==> config.mk <==
export PLATFORM = sky130hd
export DESIGN_NAME = app_width_upsizer
export DESIGN_NICKNAME = d
export VERILOG_FILES = /design/src/rtl/app_pkg.sv /design/src/rtl/app_lane_acc.sv /design/src/rtl/app_width_upsizer.sv
export SDC_FILE = /design/constraint.sdc
export NUM_CORES = 1
export LEC_CHECK = 0
export CORE_MARGIN = 2
export CORE_UTILIZATION = 30
export CTS_CLUSTER_DIAMETER = 40
export DETAILED_ROUTE_END_ITERATION = 16
export PLACE_DENSITY = 0.68
export SLEW_MARGIN = 30
export SYNTH_ARGS = -nofsm -noshare
export SYNTH_HDL_FRONTEND = slang
export SYNTH_SLANG_ARGS = --single-unit
==> constraint.sdc <==
create_clock -name CLK -period 5.7 [get_ports CLK]
set_clock_uncertainty 0.15 [all_clocks]
set_input_delay 1.71 -clock CLK [delete_from_list [all_inputs] [get_ports CLK]]
set_output_delay 1.71 -clock CLK [all_outputs]
set_load 0.05 [all_outputs]
==> src/rtl/app_pkg.sv <==
// Package: app_pkg
// Shared constants for app_width_upsizer and its lane accumulator:
//   MODE_*  : app_mode register encodings
//   ST_*    : app_status bit positions
//   mode_active() : whether an app_mode value enables packing
// Optional feature macro: APP_WIDTH_UPSIZER_SWAP_EN (enables MODE_SWAP).
package app_pkg;

  localparam logic [7:0] MODE_PACK0 = 8'h00;
  localparam logic [7:0] MODE_PACK1 = 8'h01;
  localparam logic [7:0] MODE_SWAP  = 8'h02;

  localparam int unsigned ST_OUT_VALID  = 0;
  localparam int unsigned ST_PARTIAL    = 1;
  localparam int unsigned ST_FLUSH_PEND = 2;

  function automatic logic mode_active(input logic [7:0] mode);
`ifdef APP_WIDTH_UPSIZER_SWAP_EN
    return (mode == MODE_PACK0) || (mode == MODE_PACK1) || (mode == MODE_SWAP);
`else
    return (mode == MODE_PACK0) || (mode == MODE_PACK1);
`endif
  endfunction

endpackage

==> src/rtl/app_lane_acc.sv <==
// Module: app_lane_acc
// Lane register file for the width upsizer. Collects IN_WIDTH-bit lanes
// 0..RATIO-2 in acc, tracks the lane count, and presents the merged output
// word: either {din, acc} (word completing on this read) or acc with the
// unfilled lanes replaced by PAD_WORD (flush). With
// APP_WIDTH_UPSIZER_SWAP_EN defined, swap_i reverses lane order so the first
// lane received lands in the most significant lane.
// Ports:
//   clk_i, rst_ni  clock, asynchronous active-low reset
//   swap_i         reverse lane order in word_o (macro builds only)
//   load_i         accept din_i into lane lane_cnt_o
//   din_i          input lane data
//   clear_i        restart the word (flush emitted)
//   pad_sel_i      word_o is the padded partial word instead of {din_i, acc}
//   lane_cnt_o     number of lanes currently held
//   word_o         merged output word
module app_lane_acc #(
  parameter int unsigned           IN_WIDTH  = 8,
  parameter int unsigned           OUT_WIDTH = 16,
  parameter logic [IN_WIDTH-1:0]   PAD_WORD  = '0,
  localparam int unsigned          RATIO     = OUT_WIDTH / IN_WIDTH,
  localparam int unsigned          CW        = $clog2(RATIO)
) (
  input  logic                 clk_i,
  input  logic                 rst_ni,
`ifdef APP_WIDTH_UPSIZER_SWAP_EN
  input  logic                 swap_i,
`endif
  input  logic                 load_i,
  input  logic [IN_WIDTH-1:0]  din_i,
  input  logic                 clear_i,
  input  logic                 pad_sel_i,
  output logic [CW-1:0]        lane_cnt_o,
  output logic [OUT_WIDTH-1:0] word_o
);

  logic [OUT_WIDTH-IN_WIDTH-1:0] acc_q, acc_d;
  logic [CW-1:0]                 cnt_q, cnt_d;
  logic [OUT_WIDTH-1:0]          nat_w;

  always_comb begin
    acc_d = acc_q;
    cnt_d = cnt_q;
    if (clear_i) begin
      cnt_d = '0;
    end else if (load_i) begin
      if (cnt_q == CW'(RATIO - 1)) begin
        // Last lane goes straight into the output word, not into acc.
        cnt_d = '0;
      end else begin
        cnt_d = cnt_q + CW'(1);
        for (int unsigned i = 0; i < RATIO - 1; i++) begin
          if (cnt_q == CW'(i)) acc_d[i*IN_WIDTH +: IN_WIDTH] = din_i;
        end
      end
    end
  end

  always_ff @(posedge clk_i or negedge rst_ni) begin
    if (!rst_ni) begin
      acc_q <= '0;
      cnt_q <= '0;
    end else begin
      acc_q <= acc_d;
      cnt_q <= cnt_d;
    end
  end

  // Natural (LSB-first) merge; lanes at or above the count are stale and
  // get PAD_WORD on a flush. Lane RATIO-1 is never filled during a flush.
  always_comb begin
    nat_w = {din_i, acc_q};
    if (pad_sel_i) begin
      for (int unsigned i = 0; i < RATIO; i++) begin
        if (CW'(i) >= cnt_q) nat_w[i*IN_WIDTH +: IN_WIDTH] = PAD_WORD;
      end
    end
  end

`ifdef APP_WIDTH_UPSIZER_SWAP_EN
  always_comb begin
    word_o = nat_w;
    if (swap_i) begin
      for (int unsigned j = 0; j < RATIO; j++) begin
        word_o[j*IN_WIDTH +: IN_WIDTH] = nat_w[(RATIO-1-j)*IN_WIDTH +: IN_WIDTH];
      end
    end
  end
`else
  assign word_o = nat_w;
`endif

  assign lane_cnt_o = cnt_q;

endmodule

==> src/rtl/app_width_upsizer.sv <==
// Module: app_width_upsizer
// Packs IN_WIDTH-bit words from a first-word-fall-through input FIFO into
// OUT_WIDTH-bit words for an output FIFO, LSB lane first. One registered
// output word is held until the output FIFO accepts it; a flush request
// emits the pending partial word padded with PAD_WORD.
// Ports:
//   CLK, RESET_N  clock, asynchronous active-low reset
//   din, empty    input FIFO data / empty; rd_en is the (combinational) pop
//   dout, wr_en   output word (registered) and write strobe; full stalls it
//   flush         one-cycle request to emit the partial word
//   app_mode      00/01 pack, 02 lane-reversed pack (macro builds), else idle
//   app_status    [0] out_valid, [1] partial word held, [2] flush pending
// Optional feature macro: APP_WIDTH_UPSIZER_SWAP_EN.
module app_width_upsizer
  import app_pkg::*;
#(
  parameter int unsigned         IN_WIDTH  = 8,
  parameter int unsigned         OUT_WIDTH = 16,
  parameter logic [IN_WIDTH-1:0] PAD_WORD  = '0
) (
  input  logic                 CLK,
  input  logic                 RESET_N,
  input  logic [IN_WIDTH-1:0]  din,
  output logic                 rd_en,
  input  logic                 empty,
  output logic [OUT_WIDTH-1:0] dout,
  output logic                 wr_en,
  input  logic                 full,
  input  logic                 flush,
  input  logic [7:0]           app_mode,
  output logic [7:0]           app_status
);

  localparam int unsigned RATIO = OUT_WIDTH / IN_WIDTH;
  localparam int unsigned CW    = $clog2(RATIO);

  if ((OUT_WIDTH % IN_WIDTH) != 0 || RATIO < 2 || RATIO > 16) begin : g_bad_cfg
    $error("app_width_upsizer: OUT_WIDTH must be IN_WIDTH times 2..16");
  end

  logic [OUT_WIDTH-1:0] dout_q, dout_d;
  logic                 out_valid_q, out_valid_d;
  logic                 pend_q, pend_d;
  logic [CW-1:0]        lane_cnt;
  logic [OUT_WIDTH-1:0] word;
  logic                 slot_free, active, last_lane, partial;
  logic                 complete, emit_flush, load;

  assign wr_en     = out_valid_q & ~full;
  assign slot_free = ~out_valid_q | wr_en;
  assign active    = mode_active(app_mode);
  assign last_lane = (lane_cnt == CW'(RATIO - 1));
  assign partial   = (lane_cnt != '0);

  // RESET_N gates the strobe so nothing is popped while in reset.
  assign rd_en      = RESET_N & ~empty & active & ~pend_q & (~last_lane | slot_free);
  assign complete   = rd_en & last_lane;
  assign emit_flush = pend_q & slot_free;
  assign load       = complete | emit_flush;

`ifdef APP_WIDTH_UPSIZER_SWAP_EN
  logic swap;
  assign swap = (app_mode == MODE_SWAP);
`endif

  app_lane_acc #(
    .IN_WIDTH (IN_WIDTH),
    .OUT_WIDTH(OUT_WIDTH),
    .PAD_WORD (PAD_WORD)
  ) u_lane_acc (
    .clk_i     (CLK),
    .rst_ni    (RESET_N),
`ifdef APP_WIDTH_UPSIZER_SWAP_EN
    .swap_i    (swap),
`endif
    .load_i    (rd_en),
    .din_i     (din),
    .clear_i   (emit_flush),
    .pad_sel_i (pend_q),
    .lane_cnt_o(lane_cnt),
    .word_o    (word)
  );

  always_comb begin
    dout_d      = load ? word : dout_q;
    out_valid_d = load | (out_valid_q & ~wr_en);
    // A flush landing on the completing read finds nothing left to pad.
    if (emit_flush)                      pend_d = 1'b0;
    else if (flush & partial & ~complete) pend_d = 1'b1;
    else                                  pend_d = pend_q;
  end

  always_ff @(posedge CLK or negedge RESET_N) begin
    if (!RESET_N) begin
      dout_q      <= '0;
      out_valid_q <= 1'b0;
      pend_q      <= 1'b0;
    end else begin
      dout_q      <= dout_d;
      out_valid_q <= out_valid_d;
      pend_q      <= pend_d;
    end
  end

  assign dout = dout_q;

  always_comb begin
    app_status                = '0;
    app_status[ST_OUT_VALID]  = out_valid_q;
    app_status[ST_PARTIAL]    = partial;
    app_status[ST_FLUSH_PEND] = pend_q;
  end

endmodule

* After elaboration in Yosys (flattened, before gate mapping)
Index checks and enable logic that the tools add are counted.
Storage, ports and cells: register bits after elaboration 27, output and inout port bits 26, word-level logic and storage cells 44
Operators by class: reductions and logical operators 5, eq/ne operators 1, order comparisons 2, bitwise logic cells 22, mux-type cells 8, $add $sub $neg 1
Operators by type and width (number):
- two-way mux 16 bit | 1
- two-way mux 8 bit | 2
- AND 1 bit | 10
- equality test 8 x 1 -> 1 bit, second input constant | 1
- logical NOT 8 bit | 1
- NOT 1 bit | 8
- two-way mux 1 bit | 5
- bitwise OR 1 bit | 4
- nonzero test 2 bit | 2
- AND reduction 3 bit | 1
- >= comparator 1 bit, first input constant | 2
- adder 1 bit, second input constant | 1
- logical OR 1 bit | 1

* Logic depth before layout (Yosys ltp)
Gate-level depths: netlist (run 1).
word-level depth 10, depth in mapped cells 5, depth with buffers taken out 4

* By module
From an unflattened synthesis (run 1), not the netlist that was laid out.
Unflattened totals: cell total of the unflattened synthesis 96, area, all modules 1343.8 um^2
By module, submodules not included:
- app_width_upsizer | cells each 59, instances 1, area an instance 890.9 um^2, sequential area each 450.4 um^2
- app_lane_acc | cells each 37, instances 1, area an instance 452.9 um^2, sequential area each 225.2 um^2

* Least setup slack after synthesis (run 1)
Ideal clock, no wire load.
path kind input to output, start point input app_mode[3], end point output rd_en, required time 3840 ps, stages 3, slack 359 ps, data arrival time 3481 ps, path buffers 0, cells stage by stage or4_4 or3_4 a31oi_1
Between the ends: cells in the longest elaborated chain, start to end 5, elaborated cells on any way between the ends 6, those cells by class eq/ne: 1; bitwise: 3; reduce/logical: 2
RTL lines:
- start: declaration | line app_width_upsizer.sv:30 | input logic [7:0] app_mode,
- equality test 8 x 1 -> 1 bit or logical NOT 8 bit (tied branches) | line app_pkg.sv:21 | return (mode == MODE_PACK0) || (mode == MODE_PACK1);
- logical OR 1 bit * | line app_pkg.sv:21
- AND 1 bit * (3 in a row) | line app_width_upsizer.sv:56 | assign rd_en = RESET_N & ~empty & active & ~pend_q & (~last_lane | slot_free);
- end: declaration | line app_width_upsizer.sv:24 | output logic rd_en,
Mark *: on every way between the ends. The rest lies on a longest branch, timed or not.

* Worst setup path in the final report (run 1)
Ends and elaborated chain as after synthesis.

==> impl_metrics.json, run 1 <==
{
  "max-cap-violations": 0,
  "pwr-share-clk": 0.235,
  "dp_cells": 181,
  "synth_compound_area_frac": 0.148,
  "synth.top_cell.area_share": 0.570,
  "cts_tree": "built",
  "ys_seq_elements": 27,
  "die_w_um": 66.8,
  "dieArea_sq_mm": 0.00447,
  "fp-row-count": 22,
  "antenna_found_initial": 0,
  "drive_above_1_share": 0.174,
  "leakagePower_nw": 0.732,
  "die_h_um": 66.8,
  "max-vdd-ir-drop_mv": 0.0833,
  "synthArstFlopShare": 1.00,
  "synth-edff-count": 0,
  "fin_crit_ps": 5400,
  "num_io_pins": 47,
  "path_buf_inv": 2,
  "cts_hold_buf": 0,
  "fmax_mhz": 185,
  "start_util": 0.319,
  "clk_pin_slew_ps": 80,
  "switchingPower_uw": 142,
  "synth_cell_types": 27,
  "crit_path_max_fanout": 3,
  "slew_headroom": 0.661,
  "whs_endpoint": "dout[0]",
  "grt_usage": 0.118,
  "ys_seq_area_frac": 0.570,
  "synthXorXnorAreaFrac": 0,
  "cts_buffer_depth": 2,
  "clock_latency_ps": 260,
  "ant_nets": 0,
  "firstDrtPassIters": 4,
  "post-cts-setup-buffers": 0,
  "dp_hpwl_mm": 1.93,
  "wl_mm": 2.44,
  "muxShareOfSynthArea": 0.0760,
  "r2r-start": "pend_q",
  "layout_commonest_cell": "clkdlybuf4s50_1",
  "worst_pin_slew_ps": 507,
  "slowest_stage": "or4_4",
  "cts_resized": 0,
  "synthFlopType": "dfrtp_1",
  "syn_inst": 97,
  "worstHoldPathCells": 1,
  "worstHoldStart": "u_lane_acc.acc_q[0]",
  "synth_area_leaders": "dfrtp_1 (57%), mux2_2 (7.6%), nand2_1 (5.7%)",
  "cts_sinks": 27,
  "gp_congestion": 0.744,
  "via_count": 837,
  "p_int_uw": 294,
  "post-route-period-util": 0.947,
  "grt_pass1_vias": 811,
  "setup_violations": 0,
  "synth_fa_ha_area_frac": 0,
  "arrival_ps": 3540,
  "cts_max_level": 1,
  "instances_no_fill": 186,
  "status": "completed",
  "switching_share": 0.325,
  "synth-simple-area-share": 0.143,
  "finalHoldViolCount": 0,
  "synth_area_sq_mm": 0.00118,
  "crit_family": "simple AND/OR/NAND/NOR gates",
  "maxSlewViolCount": 0,
  "cp-startpoint": "app_mode[3]",
  "crit_path_start_kind": "primary input",
  "stdcell_area_sq_mm": 0.00166,
  "tns_ps": 0,
  "finish.utilization": 0.447,
  "grt_max_degree": 28,
  "crit_chain": "clkdlybuf4s50_1 -> or4_4 -> or3_4 -> a31oi_1 -> buf_12",
  "reg2reg_slack_ps": 3430,
  "reg2regPathDepth": 4,
  "drtIter0Drc": 22,
  "powerDensity_mw_per_mm2": 262,
  "grt_pass1_wl_mm": 3.88,
  "hold_path.class": "flip-flop to flip-flop",
  "vias_per_cell": 4.50,
  "most-common-layout-cells": "clkdlybuf4s50_1 (39), dfrtp_1 (27), nand2_1 (18), mux2_2 (8)",
  "syn2layout_area_growth_pct": 40.3,
  "cts_buffers": 3,
  "yosys.area.top_type": "dfrtp_1",
  "core_area_sq_mm": 0.00372,
  "io_buffers": 40,
  "yosys_warnings": 0,
  "grt-ovfl-total": 0,
  "required_ps": 3840,
  "seqPwrFrac": 0.495,
  "pwr-share-comb": 0.270,
  "dpl_cell_area_sq_mm": 0.00161,
  "drc": 0,
  "synth_top_family_by_area": "compound AO/OA/AOI/OAI gates",
  "avgSynthCellArea_sq_um": 12.2,
  "wire_per_inst_um": 13.1,
  "worstSetupPathType": "primary input to primary output",
  "diodes": 0,
  "cts-root-buf": "clkbuf_8",
  "rsz0062_at_grt": "no",
  "endpoint_kind": "primary output",
  "r2r-end": "u_lane_acc.acc_q[6]",
  "max_stage_delay_ps": 570,
  "layout.nets": 160
}
## cells by family (layout without fill, tap and decap cells)
group	count (synthesis)	after routing
AO/OA/AOI/OAI	24	24
buffers and inverters	9	46
flip-flops	27	27
multiplexers	8	8
other	1	5
AND/OR/NAND/NOR	28	28
## cell type report
cell class / count / area (sq um)
tap: 48 / 60.1
sequential: 27 / 676
clock buffer: 4 / 45.0
fill: 349 / 2050
multi-input combinational: 65 / 453
timing repair buffer: 42 / 429
## worst register-to-register path: stages, from the launching register on
cell     delay [ps]
dfrtp_1         450
or4b_4          600
or3_4           370
nor2_4          220
mux2_2          370
## through the flow
step           hold slack [ps]  setup slack, ps  total power [mW]
2_1_floorplan              312              359             0.303
4_1_cts                    353              286             0.440
5_1_grt                    370              270             0.458
6_report                   347              300             0.436
3_5_place_dp               335              283             0.337
3_3_place_gp               329              330             0.335
## cells in the mapped netlist (all sizes together) (3+ instances only)
| master | n |
|---|---|
| dfrtp | 27 |
| nand2 | 18 |
| buf | 9 |
| mux2 | 8 |
| o21ai | 8 |
| a22o | 7 |
| nor2 | 3 |
## per-layer routing
layer	track usage	vias to the layer above	share of wire
met1	0.152	402	0.46
met5	0	-	0
met4	0.0689	0	0.014
li1	-	415	-
met2	0.190	18	0.51
met3	0.0152	2	0.021
## registers in the layout (all words and copies together) (netlist names)
register,flops
u_lane_acc.acc_q,8
pend_q,1
out_valid_q,1
dout,16
u_lane_acc.lane_cnt_o,1
## power groups by stage
stage | logic (mW) | clock network, mW | registers [mW]
after floorplan | 0.0850 | 0 | 0.218
after global placement | 0.116 | 0 | 0.219
after detailed placement | 0.118 | 0 | 0.220
after CTS | 0.118 | 0.107 | 0.216
after global routing | 0.125 | 0.115 | 0.218
final | 0.118 | 0.102 | 0.216
## how the worst max path moves through the flow
stage | endpoint | cells after the start
4_1_cts | rd_en | 5
3_3_place_gp | rd_en | 5
2_1_floorplan | rd_en | 3
3_5_place_dp | rd_en | 5
5_1_grt | rd_en | 5
6_report | rd_en | 5
Power figures use the tool's default switching activity.
==> inputs of run 2 (changes only) <==
--- a/config.mk
+++ b/config.mk
@@ -7,6 +7,7 @@
 export LEC_CHECK = 0
 export CORE_MARGIN = 2
 export CORE_UTILIZATION = 30
+export CTS_BUF_LIST = sky130_fd_sc_hd__clkbuf_4
 export CTS_CLUSTER_DIAMETER = 40
 export DETAILED_ROUTE_END_ITERATION = 16
 export PLACE_DENSITY = 0.68
==> impl_metrics.json, run 2 (synthesis results as in run 1) <==
{
  "crit_path_max_fanout": 3,
  "r2r-start": "pend_q",
  "grt_pass1_vias": 793,
  "whs_endpoint": "dout[0]",
  "syn2layout_area_growth_pct": 39.1,
  "core_area_sq_mm": 0.00372,
  "antenna_found_initial": 0,
  "firstDrtPassIters": 4,
  "rsz0062_at_grt": "no",
  "fin_crit_ps": 5400,
  "gp_congestion": 0.744,
  "layout_commonest_cell": "clkdlybuf4s50_1",
  "max-vdd-ir-drop_mv": 0.0788,
  "fmax_mhz": 185,
  "largest_reg_flops": 16,
  "grt_util_met3": 0.0203,
  "clk_pin_slew_ps": 130,
  "instances_no_fill": 186,
  "grt_usage": 0.117,
  "max-cap-violations": 0,
  "cts_buffers": 3,
  "max_stage_delay_ps": 570,
  "slew_headroom": 0.660,
  "tns_ps": 0,
  "worst_pin_slew_ps": 508,
  "die_w_um": 66.8,
  "crit_path_start_kind": "primary input",
  "clock_latency_ps": 320,
  "wl_mm": 2.44,
  "cts_buffer_depth": 2,
  "met1_usage": 0.150,
  "pwr-share-clk": 0.202,
  "maxSlewViolCount": 0,
  "dp_hpwl_mm": 1.93,
  "endpoint_kind": "primary output",
  "cts_max_level": 1,
  "dp_cells": 181,
  "cts_hold_buf": 0,
  "cts-root-buf": "clkbuf_4",
  "crit_chain": "clkdlybuf4s50_1 -> or4_4 -> or3_4 -> a31oi_1 -> buf_12",
  "grt-ovfl-total": 0,
  "timing.final.ws_setup_ps": 301,
  "drtIter0Drc": 21,
  "pwr-share-comb": 0.281,
  "arrival_ps": 3540,
  "grt_max_degree": 28,
  "grt_pass1_wl_mm": 3.82,
  "hold_path.class": "flip-flop to flip-flop",
  "post-cts-setup-buffers": 0,
  "slowest_stage": "or4_4",
  "switchingPower_uw": 141,
  "worstHoldPathCells": 1,
  "r2r-end": "u_lane_acc.acc_q[6]",
  "status": "completed",
  "fp-row-count": 22,
  "p_int_uw": 277,
  "place_ws_ps": 283,
  "switching_share": 0.337,
  "timing.hold.ws_ps": 357,
  "setup_violations": 0,
  "finish.utilization": 0.443,
  "leakagePower_nw": 0.727,
  "layout.nets": 160,
  "diodes": 0,
  "worstHoldStart": "u_lane_acc.acc_q[0]",
  "wire_per_inst_um": 13.1,
  "reg2reg_slack_ps": 3420,
  "ant_nets": 0,
  "powerDensity_mw_per_mm2": 253,
  "most-common-layout-cells": "clkdlybuf4s50_1 (39), dfrtp_1 (27), nand2_1 (18), mux2_2 (8)",
  "worstSetupPathType": "primary input to primary output",
  "via_count": 850,
  "use_met2": 0.184,
  "cts_sinks": 27,
  "start_util": 0.319,
  "cts_tree": "built",
  "die_h_um": 66.8,
  "finalHoldViolCount": 0,
  "io_buffers": 40,
  "busiest_layer": "met2",
  "post-route-period-util": 0.947,
  "cts_resized": 0,
  "required_ps": 3840,
  "drc": 0,
  "vias_per_cell": 4.57,
  "drive_above_1_share": 0.181,
  "seqPwrFrac": 0.517,
  "num_io_pins": 47,
  "reg2regPathDepth": 4,
  "dieArea_sq_mm": 0.00447
}
run 2: cell types whose count changed in the layout (fill, tap and decap cells not counted):
cell	before	now
clkbuf_1	1	0
clkbuf_4	0	4
clkbuf_8	3	0
run 2: power by group through the flow:
stage,Sequential [mW],Clock [mW],Combinational [mW]
after floorplan,0.218,0,0.0850
after global placement,0.219,0,0.116
after detailed placement,0.220,0,0.118
after CTS,0.216,0.0873,0.118
after global routing,0.218,0.0923,0.125
final,0.216,0.0842,0.117
run 2: layout make-up:
type	count	area [sq um]
Fill cell	350	2070
Sequential cell	27	676
Multi-Input combinational cell	65	453
Timing Repair Buffer	42	429
Tap cell	48	60.1
Clock buffer	4	30.0
run 2: worst max-delay path: cells and delay by family:
kind | cells | cell delay, ps
and+or+nand+nor | 2 | 980
AOI/OAI and AO/OA | 1 | 260
buffers and inverters | 2 | 590
run 2: how the worst max path moves through the flow:
stage / startpoint / to
5_1_grt: app_mode[3] / rd_en
6_report: app_mode[3] / rd_en
3_3_place_gp: app_mode[3] / rd_en
2_1_floorplan: app_mode[3] / rd_en
4_1_cts: app_mode[3] / rd_en
3_5_place_dp: app_mode[3] / rd_en
run 2: routing by layer:
metal  share of wire  up-vias  wire [um]
met5               0        -          0
met4           0.020        0         48
met3           0.026        4         63
met2            0.49       18       1210
met1            0.46      411       1120
li1                -      417          -
run 2: through the flow:
| step | total power [mW] | instance area, sq um |
|---|---|---|
| 4_1_cts | 0.421 | 1640 |
| 3_5_place_dp | 0.337 | 1610 |
| 2_1_floorplan | 0.303 | 1200 |
| 6_report | 0.418 | 1650 |
| 3_3_place_gp | 0.335 | 1610 |
| 5_1_grt | 0.435 | 1650 |
==> inputs of run 3 (changes only) <==
--- a/config.mk
+++ b/config.mk
@@ -9,6 +9,7 @@
 export CORE_UTILIZATION = 30
 export CTS_BUF_LIST = sky130_fd_sc_hd__clkbuf_4
 export CTS_CLUSTER_DIAMETER = 40
+export CTS_CLUSTER_SIZE = 24
 export DETAILED_ROUTE_END_ITERATION = 16
 export PLACE_DENSITY = 0.68
 export SLEW_MARGIN = 30
==> results of run 3 <==
Same layout as run 2: the final DEF is identical, and so are final timing and power.
